<file path="src/rtl/step_controller.sv">
// Single-step / run controller: synchronizes the divided clock and two bouncy buttons,
// and gates one-cycle CPU advance strobes from a PAUSE/STEP/RUN/HALTED state machine.
module step_controller #(
    parameter int DEBOUNCE_CYCLES = 1000000,
    parameter int CNT_W           = 16
) (
    input  logic             clkin,
    input  logic             clr_n,
    input  logic             slow_clk,
    input  logic             btn_step,
    input  logic             btn_mode,
    input  logic             halt,
    output logic             cpu_en,
    output logic             run_mode,
    output logic             halted,
    output logic [CNT_W-1:0] step_count,
    output logic [1:0]       fsm_state
);

    localparam int DB_W = $clog2(DEBOUNCE_CYCLES + 1);

    typedef enum logic [1:0] {
        PAUSE  = 2'd0,
        STEP   = 2'd1,
        RUN    = 2'd2,
        HALTED = 2'd3
    } state_t;

    state_t state, state_next;

    logic [1:0] clk_sync;
    logic [1:0] step_sync;
    logic [1:0] mode_sync;
    logic       clk_d;
    logic       tick;

    logic [1:0]      raw_lvl;
    logic [1:0]      deb;
    logic [1:0]      deb_d;
    logic [DB_W-1:0] db_cnt [2];
    logic [1:0]      press;
    logic            step_press;
    logic            mode_press;

    logic cpu_en_next;

    always_ff @(posedge clkin or negedge clr_n) begin
        if (!clr_n) begin
            clk_sync  <= '0;
            step_sync <= '0;
            mode_sync <= '0;
            clk_d     <= 1'b0;
        end else begin
            clk_sync  <= {clk_sync[0], slow_clk};
            step_sync <= {step_sync[0], btn_step};
            mode_sync <= {mode_sync[0], btn_mode};
            clk_d     <= clk_sync[1];
        end
    end

    assign tick    = clk_sync[1] & ~clk_d;
    assign raw_lvl = {mode_sync[1], step_sync[1]};

    // Bit 0 is the step button, bit 1 the mode button.
    always_ff @(posedge clkin or negedge clr_n) begin
        if (!clr_n) begin
            deb   <= '0;
            deb_d <= '0;
            for (int i = 0; i < 2; i++) begin
                db_cnt[i] <= '0;
            end
        end else begin
            deb_d <= deb;
            for (int i = 0; i < 2; i++) begin
                if (raw_lvl[i] == deb[i]) begin
                    db_cnt[i] <= '0;
                end else if (db_cnt[i] == DB_W'(DEBOUNCE_CYCLES - 1)) begin
                    deb[i]    <= ~deb[i];
                    db_cnt[i] <= '0;
                end else begin
                    db_cnt[i] <= db_cnt[i] + DB_W'(1);
                end
            end
        end
    end

    assign press      = deb & ~deb_d;
    assign step_press = press[0];
    assign mode_press = press[1];

    always_ff @(posedge clkin or negedge clr_n) begin
        if (!clr_n) begin
            state <= PAUSE;
        end else begin
            state <= state_next;
        end
    end

    always_comb begin
        state_next = state;
        case (state)
            PAUSE: begin
                if (mode_press)      state_next = RUN;
                else if (step_press) state_next = STEP;
            end
            STEP: begin
                if (halt)      state_next = HALTED;
                else if (tick) state_next = PAUSE;
            end
            RUN: begin
                if (halt)            state_next = HALTED;
                else if (mode_press) state_next = PAUSE;
            end
            HALTED: begin
                if (mode_press && !halt) state_next = PAUSE;
            end
            default: state_next = PAUSE;
        endcase
    end

    // Halt outranks a coincident tick, so the strobe is suppressed that cycle.
    always_comb begin
        cpu_en_next = 1'b0;
        run_mode    = 1'b0;
        halted      = 1'b0;
        if ((state == STEP || state == RUN) && tick && !halt) cpu_en_next = 1'b1;
        if (state == RUN)    run_mode = 1'b1;
        if (state == HALTED) halted   = 1'b1;
    end

    always_ff @(posedge clkin or negedge clr_n) begin
        if (!clr_n) begin
            cpu_en     <= 1'b0;
            step_count <= '0;
        end else begin
            cpu_en <= cpu_en_next;
            if (cpu_en_next && !(&step_count)) begin
                step_count <= step_count + CNT_W'(1);
            end
        end
    end

    assign fsm_state = state;

endmodule

</file>
<file path="config.mk">
export PLATFORM = sky130hd
export DESIGN_NAME = step_controller
export DESIGN_NICKNAME = d
export VERILOG_FILES = /design/src/rtl/step_controller.sv
export SDC_FILE = /design/constraint.sdc
export NUM_CORES = 1
export LEC_CHECK = 0
export CORE_ASPECT_RATIO = 0.9
export CORE_MARGIN = 3
export CORE_UTILIZATION = 62
export DETAILED_ROUTE_END_ITERATION = 10
export PLACE_DENSITY_LB_ADDON = 0.1
export SETUP_SLACK_MARGIN = 0.5
export SLEW_MARGIN = 10
export SYNTH_ARGS = -nofsm -noshare
export SYNTH_HDL_FRONTEND = slang
export SYNTH_SLANG_ARGS = --single-unit
export TNS_END_PERCENT = 100
</file>
<file path="constraint.sdc">
create_clock -name clkin -period 5.05 [get_ports clkin]
set_clock_uncertainty 0.1 [all_clocks]
set_input_delay 0.505 -clock clkin [delete_from_list [all_inputs] [get_ports clkin]]
set_output_delay 0.505 -clock clkin [all_outputs]
set_load 0.01 [all_outputs]
</file>
# Word-level counts from Yosys, hierarchy flattened
# Cells that the tools add are included.
[word_totals] regBits=70 latch_bits=0 ram_bits=0 romBits=0 inputBits=6 out_inout_bits=21 wordCells=61 memories=0
[op_classes] add_sub_neg=3 n_mul=0 div_mod_pow=0 order_cmp=0 eq_ne=11 shifts=0 muxes=15 bitwise_logic=8 reduce_logical=12
[ops] op="20-bit 2-to-1 mux" count=4
[ops] op="20-bit by 1-bit adder with 20-bit output (second input constant)" count=2
[ops] op="20-bit == test (second input constant)" count=2
[ops] op="16-bit by 1-bit adder with 16-bit output (second input constant)" count=1
[ops] op="16-bit AND reduction" count=1
[ops] op="2-bit 2-to-1 mux" count=7
[ops] op="3-bit inequality test (second input constant)" count=3
[ops] op="2-bit case mux with 4 select lines" count=1
[ops] op="1-bit inverter" count=5
[ops] op="2-bit == test (second input constant)" count=2
[ops] op="1-bit logical AND" count=4
[ops] op="2-bit AND reduction" count=2
[ops] op="4-bit AND reduction" count=1
[ops] op="1-bit 2-to-1 mux" count=3
[ops] op="2-bit AND" count=1
[ops] op="1-bit == test" count=2
[ops] op="2-bit by 1-bit == test with 1-bit output (second input constant)" count=1
[ops] op="1-bit logical NOT" count=2
[ops] op="2-bit logical NOT" count=1
[ops] op="2-bit inequality test (second input constant)" count=1
[ops] op="2-bit inverter" count=1
[ops] op="1-bit AND" count=1
[ops] op="1-bit logical OR" count=1

# Longest topological paths before layout
[logic_depth] ltp_word=6 mapped_depth=7 depth_no_buf=7

# Worst setup path before layout
# OpenSTA, ideal clock, no wires.
[synth_timing] kind="reg2reg" from="register state[0], in the netlist fsm_state[0]" to="register step_count[9]" setup_time_ps=79 t_arrival_ps=1952 required_time_ps=4871 path_slack_ps=2919 stages_incl_launch_ff=8 path_buffers=0 period_less_slack_ps=2131 cell_sequence="dfrtp_1 -> inv_1 -> ha_1 -> or3b_1 -> inv_1 -> nand4_1 -> nor4_1 -> xor2_1"
[synth_via] elab_chain_cells=6 elab_cells_between_ends=7 cone_classes="eq/ne (2); mux (1); reduce/logical (4)"
[synth_rtl] element="start: declaration" line="29" source="state_t state, state_next;"
[synth_rtl] element="start signal: assignment" line="95" source="state <= state_next;"
[synth_rtl] element="2-bit by 1-bit == test with 1-bit output or 2-bit == test (tied branches)" line="126" source="if ((state == STEP || state == RUN) && tick && !halt) cpu_en_next = 1'b1;"
[synth_rtl] element="1-bit logical OR *" line="126"
[synth_rtl] element="1-bit logical AND * (2 in series)" line="126"
[synth_rtl] element="1-bit 2-to-1 mux *" line="126"
[synth_rtl] element="named net cpu_en_next" line="45" source="logic cpu_en_next;"
[synth_rtl] element="1-bit logical AND *" line="137" source="if (cpu_en_next && !(&step_count)) begin"
[synth_rtl] element="end signal: assignment" line="138" source="step_count <= step_count + CNT_W'(1);"
[synth_rtl] element="end: declaration" line="16" source="output logic [CNT_W-1:0] step_count,"
# The timed path passes the listed nets; every way through them passes the cells marked *.
# A chain may end at the register's enable or synchronous reset.

# Worst setup path in the final report
[layout_timing] from="register state[1], in the netlist fsm_state[1]" to="register step_count[9]"
# The elaborated chain is that of the path after synthesis.

==> out/qor.txt <==
CTS Buffer Depth: 2
Vias in the first global route: 2529
WP data arrival: 2.56 ns
Leak: 1.683 nW
Worst-margin pin slew: 0.8651 ns
Mapped Area: 0.003346 sq mm
Register area share after synthesis: 52.36%
First-pass GRT wire length: 11730 um
Unique masters post-synth: 39
Detailed placer's ending HPWL: 4546 um
Overall routing resource usage: 23.52%
Crit path launch: fsm_state[1]
CP dominant cell by count: inv_1
CTS Buf Count: 9
Setup TNS Final: 0 ns
Peak supply drop: 235.6 uV
Antenna diode count: 0
CP Capture Type: flop
GP Congestion: 0.7961
Die Y-Extent: 75.69 um
Period utilisation layout: 47.24%
Vias post-DR: 2576
Total grt overflow: 0
Core Region: 0.005015 sq mm
TritonCTS clock tree: done
FP Rows: 24
Final nets: 370
WP buf/inv: 2
#FFs+latches synth: 70
Slew Viols, Final: 0
Post-CTS Resized: 0
Initial DRC count: 171
Pin count of the biggest net entering global routing: 71
P&R area growth vs syn: 17.02%
Slowest cell on crit path: dfrtp_1
WL met3: 389 um
Sink Count: 70
Via/cell ratio: 6.047
Avg WL per Cell: 16.10 um
Initial antenna violation count: 0
Max-Cap Viols: 0
Achievable Freq: 0.4192 GHz
HP Class: input pin to async pin
Cell chain of the critical path: inv_1 -> ha_1 -> or3b_1 -> inv_1 -> nand4_1 -> nor4_1 -> xor2_1
Cell count after synthesis: 322
Fraction of layout cells with a size suffix above 1: 8.310%
Metal2 WL: 3251 um
Hold slack: 0.2449 ns
Critical setup path kind: flop to flop
Post-Route WL: 6860 um
Antenna-violating nets left: 0
Pwr/cell area: 356.3 mW/mm^2
CP Launch Type: flop
Slew HR: 42.32%
Initial core utilization: 66.72%
Final setup violation count: 0
Final min period: 2.386 ns
YS warnings: 0
Worst EP required: 5.22 ns
Crit-path leading delay family: simple AND/OR/NAND/NOR gates
CTS clk-pin slew, worst paths: 0.08 ns
TritonRoute pass-1 iters: 4
Post-CTS Hold Buffers: 0
Max Used Layer: met4
RSZ-0062 raised after global routing: false
Worst Path Max Fanout: 7
DRC viols: 0
Mean post-synth cell area: 10.39 sq um
Clock latency at the later pin of the worst-skew pair: 0.34 ns
Clk root buf: clkbuf_8
Die area: 0.006315 sq mm
Max stage delay on crit path: 0.41 ns
Io pins: 27
Die Wd: 83.44 um
Status: finished, final reports clean
Wl on met1: 3101 um
H-tree depth: 3
Syn Nets: 336
Final hold violations: 0
RR Startpoint: fsm_state[1]
Post-CTS Setup Repair Bufs: 0
Buffers added on ports: 26
## cell usage in the layout (no fill, tap or decap), types with 2 or more instances in the layout
master / netlist / layout
a211oi_1: 2 / 2
a21oi_1: 16 / 16
and2_1: 3 / 3
and3_1: 5 / 5
buf_4: 1 / 2
bufinv_16: 0 / 2
clkbuf_8: 0 / 12
clkdlybuf4s50_1: 0 / 25
dfrtp_1: 70 / 70
ha_1: 8 / 8
inv_1: 13 / 13
mux2_2: 5 / 5
mux2i_1: 2 / 2
nand2_1: 21 / 21
nand2b_1: 4 / 4
nand3_1: 21 / 21
nand4_1: 9 / 9
nor2_1: 32 / 32
nor3_1: 12 / 12
nor4_1: 8 / 8
o21ai_0: 11 / 11
o31ai_1: 4 / 4
or3_1: 10 / 10
or4_1: 10 / 10
xnor2_1: 16 / 16
xor2_1: 21 / 21
## power by group
| part | total (mW) | internal, mW | switching [mW] |
|---|---|---|---|
| logic | 0.230 | 0.115 | 0.115 |
| clock network | 0.532 | 0.320 | 0.211 |
| registers | 0.633 | 0.592 | 0.0409 |
## worst register-to-register path: cells and delay by family (launching register included)
kind | cells | cell delay, ns
simple gates | 3 | 1.08
flops | 1 | 0.41
fa+ha+maj | 1 | 0.30
buf+inv | 2 | 0.27
xor+xnor | 1 | 0.17
## layer usage
metal,track usage [%],vias up
li1,-,1209
met1,31.03,1270
met2,38.43,84
met3,6.595,13
met4,8.214,0
met5,0,-
## through the flow
| stage | setup slack [ns] | cells | power [mW] | utilization (%) | area, sq um |
|---|---|---|---|---|---|
| 5_1_grt | 2.518 | 426 | 1.452 | 78.07 | 3915 |
| 3_3_place_gp | 2.560 | 410 | 0.8520 | 73.25 | 3674 |
| 2_1_floorplan | 2.919 | 322 | 0.7599 | - | 3346 |
| 4_1_cts | 2.645 | 426 | 1.400 | 78.07 | 3915 |
| 3_5_place_dp | 2.503 | 410 | 0.8731 | 73.25 | 3674 |
| 6_report | 2.664 | 426 | 1.395 | 78.07 | 3915 |
## area by class of cell
class	instances	area, sq um
clock inverters	4	76.32
multi-input cells	234	1521
repair buffers	28	270.3
well taps	65	81.33
fillers	345	1100
flip-flops and latches	70	1752
inverters	13	48.80
clock buffers	12	165.2
## path summary, 6_finish.rpt
path                                  to  slack, ns  cells past startpoint
setup / recovery           step_count[9]       2.66                      7
hold / removal               clk_sync[0]       0.24                      2
setup reg to reg           step_count[9]       2.66                      7
hold reg to reg              clk_sync[1]       0.26                      0
max in group asynchronous      db_cnt[3]       4.03                      2
min in group clkin           clk_sync[1]       0.26                      0
## flip-flops by register name, indices dropped and copies added (netlist names)
register and flops:
db_cnt 40, deb 2, step_count 16, fsm_state 2
step_sync 2, clk_d 1, clk_sync 2, deb_d 2
mode_sync 2, cpu_en 1
## cells in the mapped netlist
cell / n / area [sq um]
o31ai_1: 4 / 30.03
or3b_1: 1 / 8.760
or4_1: 10 / 75.07
a221oi_1: 1 / 8.760
mux2i_1: 2 / 20.02
nor4b_1: 1 / 8.760
xor2_1: 21 / 183.9
nand3b_1: 1 / 7.510
o21ai_4: 1 / 16.27
or4b_1: 1 / 10.01
o21ai_0: 11 / 55.05
nor4_1: 8 / 50.05
clkbuf_1: 3 / 11.26
nand2_1: 21 / 78.83
ha_1: 8 / 100.1
xnor2_1: 16 / 140.1
nand3_2: 1 / 10.01
and2_1: 3 / 18.77
nand4b_1: 1 / 8.760
dfrtp_1: 70 / 1752
inv_1: 13 / 48.80
nand4_1: 9 / 56.30
or3_1: 10 / 62.56
and4_1: 1 / 8.760
nor4_4: 1 / 21.27
nor3_1: 12 / 60.06
nor2_1: 32 / 120.1
buf_4: 1 / 7.510
buf_2: 1 / 5.000
nand2b_1: 4 / 25.02
o31ai_2: 1 / 12.51
nand3_1: 21 / 105.1
a21oi_1: 16 / 80.08
or2_2: 1 / 6.260
mux2_2: 5 / 56.30
and3_1: 5 / 31.28
a211oi_1: 2 / 15.01
nand4_4: 1 / 21.27
a311oi_1: 1 / 8.760
## kinds of logic after synthesis
| group | synth area share, % |
|---|---|
| buffers and inverters | 2.169 |
| muxes | 2.281 |
| adders and majority gates | 2.992 |
| AOI/OAI and AO/OA | 6.769 |
| xor gates and xnor gates | 9.686 |
| DFF | 52.36 |
| and+or+nand+nor | 23.75 |
Power figures use the tool's default switching activity.
